==> src/rtl/key_freq_set_if.sv <==
// Front-panel key / frequency-word bundle between the button stage and its consumers.
// master drives the raw keys and observes the outputs; slave is the key_freq_set side.
interface key_freq_set_if;
  logic        key_up;
  logic        key_down;
  logic        key_step;
  logic [19:0] freq;
  logic [2:0]  step_idx;
  logic        freq_upd;

  modport master (
    output key_up, key_down, key_step,
    input  freq, step_idx, freq_upd
  );

  modport slave (
    input  key_up, key_down, key_step,
    output freq, step_idx, freq_upd
  );
endinterface

==> src/rtl/key_freq_set.sv <==
// Debounced up/down/step keys adjust a saturated 20-bit frequency word for the DDS core.
// Define KEY_AUTO_REPEAT_EN to compile in hold-to-repeat on the up/down keys.
module key_freq_set #(
  parameter int DEB_CNT   = 1_000_000,
  parameter int RPT_DLY   = 25_000_000,
  parameter int RPT_PER   = 5_000_000,
  parameter int FREQ_MIN  = 1,
  parameter int FREQ_MAX  = 1_000_000,
  parameter int FREQ_INIT = 1_000
) (
  input logic           clk,
  input logic           rst_n,
  key_freq_set_if.slave bus
);

  localparam int CW   = $clog2(DEB_CNT);
  localparam int K_UP = 0;
  localparam int K_DN = 1;
  localparam int K_ST = 2;

  if (DEB_CNT < 2) begin : g_bad_deb
    $error("DEB_CNT must be at least 2");
  end
  if (RPT_DLY < 1 || RPT_PER < 1) begin : g_bad_rpt
    $error("RPT_DLY and RPT_PER must be at least 1");
  end

  logic [2:0]    key_raw, s1, s2, deb, deb_d, press;
  logic [CW-1:0] cnt [3];

  assign key_raw = {bus.key_step, bus.key_down, bus.key_up};

  // Idle level of every key stage is 1 (released), so a held key must re-debounce after reset.
  always_ff @(posedge clk or negedge rst_n) begin
    if (!rst_n) begin
      s1    <= '1;
      s2    <= '1;
      deb   <= '1;
      deb_d <= '1;
      for (int i = 0; i < 3; i++) cnt[i] <= '0;
    end else begin
      // NOTE: non-blocking so s1 -> s2 -> deb behave as a true register chain.
      s1    <= key_raw;
      s2    <= s1;
      deb_d <= deb;
      for (int i = 0; i < 3; i++) begin
        if (s2[i] == deb[i]) begin
          cnt[i] <= '0;
        end else if (cnt[i] == CW'(DEB_CNT - 1)) begin
          deb[i] <= s2[i];
          cnt[i] <= '0;
        end else begin
          cnt[i] <= cnt[i] + 1'b1;
        end
      end
    end
  end

  assign press = deb_d & ~deb;

  logic rpt_up, rpt_dn;

`ifdef KEY_AUTO_REPEAT_EN
  typedef enum logic [1:0] {IDLE, HOLD, REPEAT} rpt_state_e;

  rpt_state_e  state, state_nx;
  logic [31:0] timer, timer_nx;
  logic        dir_up, dir_up_nx, rpt_fire;
  logic        held_rel, both_low;

  assign held_rel = dir_up ? deb[K_UP] : deb[K_DN];
  assign both_low = ~deb[K_UP] & ~deb[K_DN];

  always_ff @(posedge clk or negedge rst_n) begin
    if (!rst_n) begin
      state  <= IDLE;
      timer  <= '0;
      dir_up <= 1'b0;
    end else begin
      state  <= state_nx;
      timer  <= timer_nx;
      dir_up <= dir_up_nx;
    end
  end

  always_comb begin
    // NOTE: every output gets a default first so no path leaves it unassigned (no latch).
    state_nx  = state;
    timer_nx  = timer + 32'd1;
    dir_up_nx = dir_up;
    rpt_fire  = 1'b0;
    case (state)
      IDLE: begin
        timer_nx = '0;
        if ((press[K_UP] | press[K_DN]) && (deb[K_UP] ^ deb[K_DN])) begin
          state_nx  = HOLD;
          dir_up_nx = ~deb[K_UP];
        end
      end
      HOLD, REPEAT: begin
        // Release of the held key, or both keys down, always wins over a pending repeat.
        if (held_rel || both_low) begin
          state_nx = IDLE;
          timer_nx = '0;
        end else if (timer == ((state == HOLD) ? 32'(RPT_DLY - 1) : 32'(RPT_PER - 1))) begin
          rpt_fire = 1'b1;
          timer_nx = '0;
          state_nx = REPEAT;
        end
      end
      default: begin
        state_nx = IDLE;
        timer_nx = '0;
      end
    endcase
  end

  assign rpt_up = rpt_fire & dir_up;
  assign rpt_dn = rpt_fire & ~dir_up;
`else
  assign rpt_up = 1'b0;
  assign rpt_dn = 1'b0;
`endif

  logic [19:0]        freq, freq_nx, step_val;
  logic [2:0]         step_idx;
  logic               freq_upd, inc, dec;
  logic [20:0]        up_sum;
  logic signed [20:0] dn_diff;

  always_comb begin
    case (step_idx)
      3'd1:    step_val = 20'd10;
      3'd2:    step_val = 20'd100;
      3'd3:    step_val = 20'd1_000;
      3'd4:    step_val = 20'd10_000;
      default: step_val = 20'd1;
    endcase
  end

  assign inc = press[K_UP] | rpt_up;
  assign dec = press[K_DN] | rpt_dn;

  // One extra bit keeps the sum from wrapping and lets the difference go negative before clamping.
  always_comb begin
    up_sum  = {1'b0, freq} + {1'b0, step_val};
    dn_diff = $signed({1'b0, freq}) - $signed({1'b0, step_val});
    freq_nx = freq;
    if (inc && !dec) begin
      freq_nx = (up_sum > 21'(FREQ_MAX)) ? 20'(FREQ_MAX) : up_sum[19:0];
    end else if (dec && !inc) begin
      freq_nx = (dn_diff < $signed(21'(FREQ_MIN))) ? 20'(FREQ_MIN) : dn_diff[19:0];
    end
  end

  always_ff @(posedge clk or negedge rst_n) begin
    if (!rst_n) begin
      freq     <= 20'(FREQ_INIT);
      freq_upd <= 1'b0;
      step_idx <= '0;
    end else begin
      freq     <= freq_nx;
      freq_upd <= (freq_nx != freq);
      if (press[K_ST]) step_idx <= (step_idx == 3'd4) ? 3'd0 : step_idx + 3'd1;
    end
  end

  assign bus.freq     = freq;
  assign bus.step_idx = step_idx;
  assign bus.freq_upd = freq_upd;

endmodule

==> src/flat_wrapper.sv <==
// flat-port wrapper written by rule: the top's interface ports become plain ports
module key_freq_set_flat 
#(
  parameter int DEB_CNT   = 1_000_000,
  parameter int RPT_DLY   = 25_000_000,
  parameter int RPT_PER   = 5_000_000,
  parameter int FREQ_MIN  = 1,
  parameter int FREQ_MAX  = 1_000_000,
  parameter int FREQ_INIT = 1_000
)
  (clk, rst_n, bus_key_up, bus_key_down, bus_key_step, bus_freq, bus_step_idx, bus_freq_upd);
  key_freq_set_if bus_i ();
  input logic clk;
  input logic rst_n;
  input wire logic [$bits(bus_i.key_up)-1:0] bus_key_up;
  input wire logic [$bits(bus_i.key_down)-1:0] bus_key_down;
  input wire logic [$bits(bus_i.key_step)-1:0] bus_key_step;
  output wire logic [$bits(bus_i.freq)-1:0] bus_freq;
  output wire logic [$bits(bus_i.step_idx)-1:0] bus_step_idx;
  output wire logic [$bits(bus_i.freq_upd)-1:0] bus_freq_upd;
  assign bus_i.key_up = bus_key_up;
  assign bus_i.key_down = bus_key_down;
  assign bus_i.key_step = bus_key_step;
  assign bus_freq = bus_i.freq;
  assign bus_step_idx = bus_i.step_idx;
  assign bus_freq_upd = bus_i.freq_upd;
  key_freq_set #(.DEB_CNT(DEB_CNT), .RPT_DLY(RPT_DLY), .RPT_PER(RPT_PER), .FREQ_MIN(FREQ_MIN), .FREQ_MAX(FREQ_MAX), .FREQ_INIT(FREQ_INIT)) u_core (.clk(clk), .rst_n(rst_n), .bus(bus_i));
endmodule
==> config.mk <==
export PLATFORM = sky130hd
export DESIGN_NAME = key_freq_set_flat
export DESIGN_NICKNAME = d
export VERILOG_FILES = /design/src/rtl/key_freq_set_if.sv /design/src/rtl/key_freq_set.sv /design/src/flat_wrapper.sv
export SDC_FILE = /design/constraint.sdc
export NUM_CORES = 1
export LEC_CHECK = 0
export ABC_AREA = 1
export BUFFER_PORTS_ARGS = -buffer_cell sky130_fd_sc_hd__buf_2
export CORE_MARGIN = 3
export CORE_UTILIZATION = 60
export CTS_CLUSTER_SIZE = 16
export DETAILED_ROUTE_END_ITERATION = 10
export PLACE_DENSITY = 0.78
export SYNTH_ARGS = -nofsm -noshare
export SYNTH_HDL_FRONTEND = slang
export SYNTH_SLANG_ARGS = --single-unit
==> constraint.sdc <==
create_clock -name clk -period 5 [get_ports clk]
set_input_delay 0.75 -clock clk [delete_from_list [all_inputs] [get_ports clk]]
set_output_delay 0.75 -clock clk [all_outputs]
set_load 0.01 [all_outputs]
==> impl_results.md <==
- Most used cell, CP: nand2_1
- Clock transition at path regs: 0.07 ns
- Longest Clk Path Bufs: 2
- Remaining DRCs: 0
- Critical Path Max Stage Delay: just under 0.4 ns
- Slew Viols, Final: 0
- Peak supply drop: between 150 and 200 uV
- Cell-internal power: about 1300 uW
- Post-synth top flop: dfrtp_1
- RR Endpoint: u_core.bus.freq_upd
- ANT nets after route: 0
- Final WL: 18000 um
- Detailed-route via count: between 6000 and 7000
- Largest net degree at the start of global routing: 57
- CTS tree: built
- Total power draw: roughly 1600 uW
- IO Port Bufs: 28
- Most frequent cells in the layout: nand2_1 (305), inv_1 (158), nor2_1 (114)
- CTS Buf Count: 9
- CP Launch Type: flop
- Worst-margin pin slew: 0.683 ns
- CP Launch Point: u_core.bus.step_idx[0]
- Clk sinks: 96
- Grt total ovfl: 0
- FF+latch count, synth: 96
- Switch Pwr: 350 uW
- N_diodes: 0
- # Post-CTS Setup Buffers: 0
- FF-to-FF path depth: 32
- Status: complete, no violations
- Fraction of layout cells with a size suffix above 1: 9.09%
- Worst EP arrival: 4.68 ns
- WL/cell: 14.3 um
- Gate Count Post-Synth: 1087
- Number of global-route vias before repair: 6576
- Sequential fraction of design power: 48.3%
- Crit path kind: reg2reg
- Slowest stage cell on the critical path: dfrtp_1
- Setup Skew: 0.00893 ns
- Vias per inst: 5.56
- Fin crit share: 88.9%
- Hold Startpoint: u_core.s1[2]
- Die width: between 100 and 150 um
- Clock power frac: 49.2%
- Post-synth EDFFs: 0
- Most common cell after layout, fill and taps aside: nand2_1
- Final Util: 67.4%
- Initial Util: 62.5%
- Filler instances: 1031
- Worst rel slew slack: 54.5%
- Area Growth Syn to Fin: 7.86%
- Final HPWL DP: 13800 um
- Count of final hold-check violations: 0
- Power Density: 209 mW/mm^2
- Logic pwr share: 2.5%
- H-tree Lvls: 3
- Final Net Count: 1146
- Register area share after synthesis: 33.3%
- Clock latency on the worst-skew pair: 0.35 ns
- Num rows: 39
- Ports: 29
- Initial antenna violation count: 0
- Reg-to-Reg Start: u_core.bus.step_idx[0]
- Global-route wire length before repair: 30600 um
- Setup Viol. Count Final: 0
- HP Class: reg2reg
- Syn Std Cell Area: 0.00729 sq mm
- Minimum clock period: 4.45 ns
- Routability cong.: 0.998
- Placed inst area: 0.00750 sq mm
- Detailed-router iteration count before antenna repair: 5
- GRT Overall Usage: 28.2%
- CTS root buf: clkbuf_16
- Async set-reset flop share out of synthesis: between 90% and 100%
- Setup WS post-layout: around 0.55 ns
- Worst Path Required: 5.24 ns
- Post-CTS sizing: 0
- Max Cap Viol: 0
- Core region area: ~0.012 sq mm
- Post-synth cell types: 46
- Die Ht: ~120 um
- Die area: approximately 0.014 sq mm
- Flop2flop setup slack: 0.55 ns
- Pre-CTS WS: between 0.2 and 0.3 ns
- Syn Nets: 1127
- Worst setup EP type: flop
- Setup crit end: u_core.bus.freq_upd
- Final Cell Area: 0.00787 sq mm
- Net Sw Frac: 21.3%
- Synthesis Warnings: 0
- Leak Pwr: 0.00415 uW
- Drt initial violations: 584
- Crit Path Max Fanout: 17
- Mean post-synth cell area: 6.71 sq um
- FMAX: approximately 220 MHz
- Hold-fix buffers, CTS: 0
## metrics by stage
step / cells / hold slack, ns / setup TNS (ns)
floorplan: 1087 / 0.345 / 0
global placement: 1238 / 0.345 / 0
detailed placement: 1238 / 0.347 / 0
CTS: 1254 / 0.357 / 0
global route: 1254 / 0.364 / -0.0318
finish: 1254 / 0.355 / 0
## area by class of cell
class	count	area [sq um]	share of cell area [%]
flip-flops and latches	96	2420	30.8
well taps	143	179	2.27
clock inverters	6	113	1.43
repair buffers	33	180	2.29
multi-input cells	801	4120	52.4
clock buffers	10	229	2.91
inverters	165	619	7.87
## state kept, by name, indices dropped and copies added (netlist names)
signal	flops
u_core.deb	3
u_core.s2	3
u_core.bus.freq	20
u_core.deb_d	3
u_core.s1	3
u_core.bus.freq_upd	1
u_core.bus.step_idx	3
u_core.cnt	60
## synth_stat cells (5+ instances only)
library cell    n  share of area [%]
buf_4           6               0.62
inv_2           6               0.31
a21oi_1        68                4.7
nand3b_1       16                1.6
nor4_1          5               0.43
xnor2_1         9                1.1
o21a_1          5               0.51
nor2_2          5               0.43
o21ai_0        29                2.0
clkbuf_1        8               0.41
nor2_1        116                6.0
dfstp_2        18                6.5
inv_1         158                8.1
nand4_1        16                1.4
ha_1           33                5.7
nand3_1        86                5.9
dfrtp_1        78                 27
nand2_2         8               0.69
nand2_1       305                 16
nor3_1         41                2.8
xor2_1         20                2.4
buf_2           7               0.48
## worst min path at each step
stage	endpoint	slack (ns)	depth (start not counted)
after floorplan	u_core.s2[0]	0.35	0
after global placement	u_core.s2[2]	0.35	0
after detailed placement	u_core.s2[2]	0.35	0
after CTS	u_core.s2[2]	0.36	0
after global routing	u_core.s2[1]	0.36	0
final	u_core.s2[2]	0.36	0
## logic make-up (layout without fill, tap and decap cells)
group           Yosys count  count (layout)  synth area share [%]
compound gates          119             119                  9.04
fa+ha+maj                35              35                  6.21
xor+xnor                 29              29                  3.48
flops                    96              96                  33.3
simple gates            615             615                  37.0
mux                       3               3                 0.463
buf+inv                 190             214                  10.6
## metal layers
metal  wire length, um  global-route usage [%]  up-vias
met4               453                    10.4        0
li1                  -                       -     3508
met5                 0                       0        -
met2              8330                    45.8      256
met1              8000                    38.6     3164
met3              1190                    4.09       48
## worst max-delay path: cells and delay by family, from the launching register on
family          cells  cell delay, ns
simple gates       24            2.75
buf+inv             5            0.59
fa+ha+maj           2            0.53
flops               1            0.39
compound gates      1            0.08
## power by group through the flow
stage | logic (uW) | clock network [uW] | registers [uW]
floorplan | 20.1 | 0 | 806
global placement | 42.1 | 0 | 806
detailed placement | 43.4 | 0 | 807
CTS | 43.4 | 822 | 792
global route | 49.7 | 854 | 793
finish | 41.7 | 806 | 792
No activity file was read; power rests on OpenSTA's default activity.
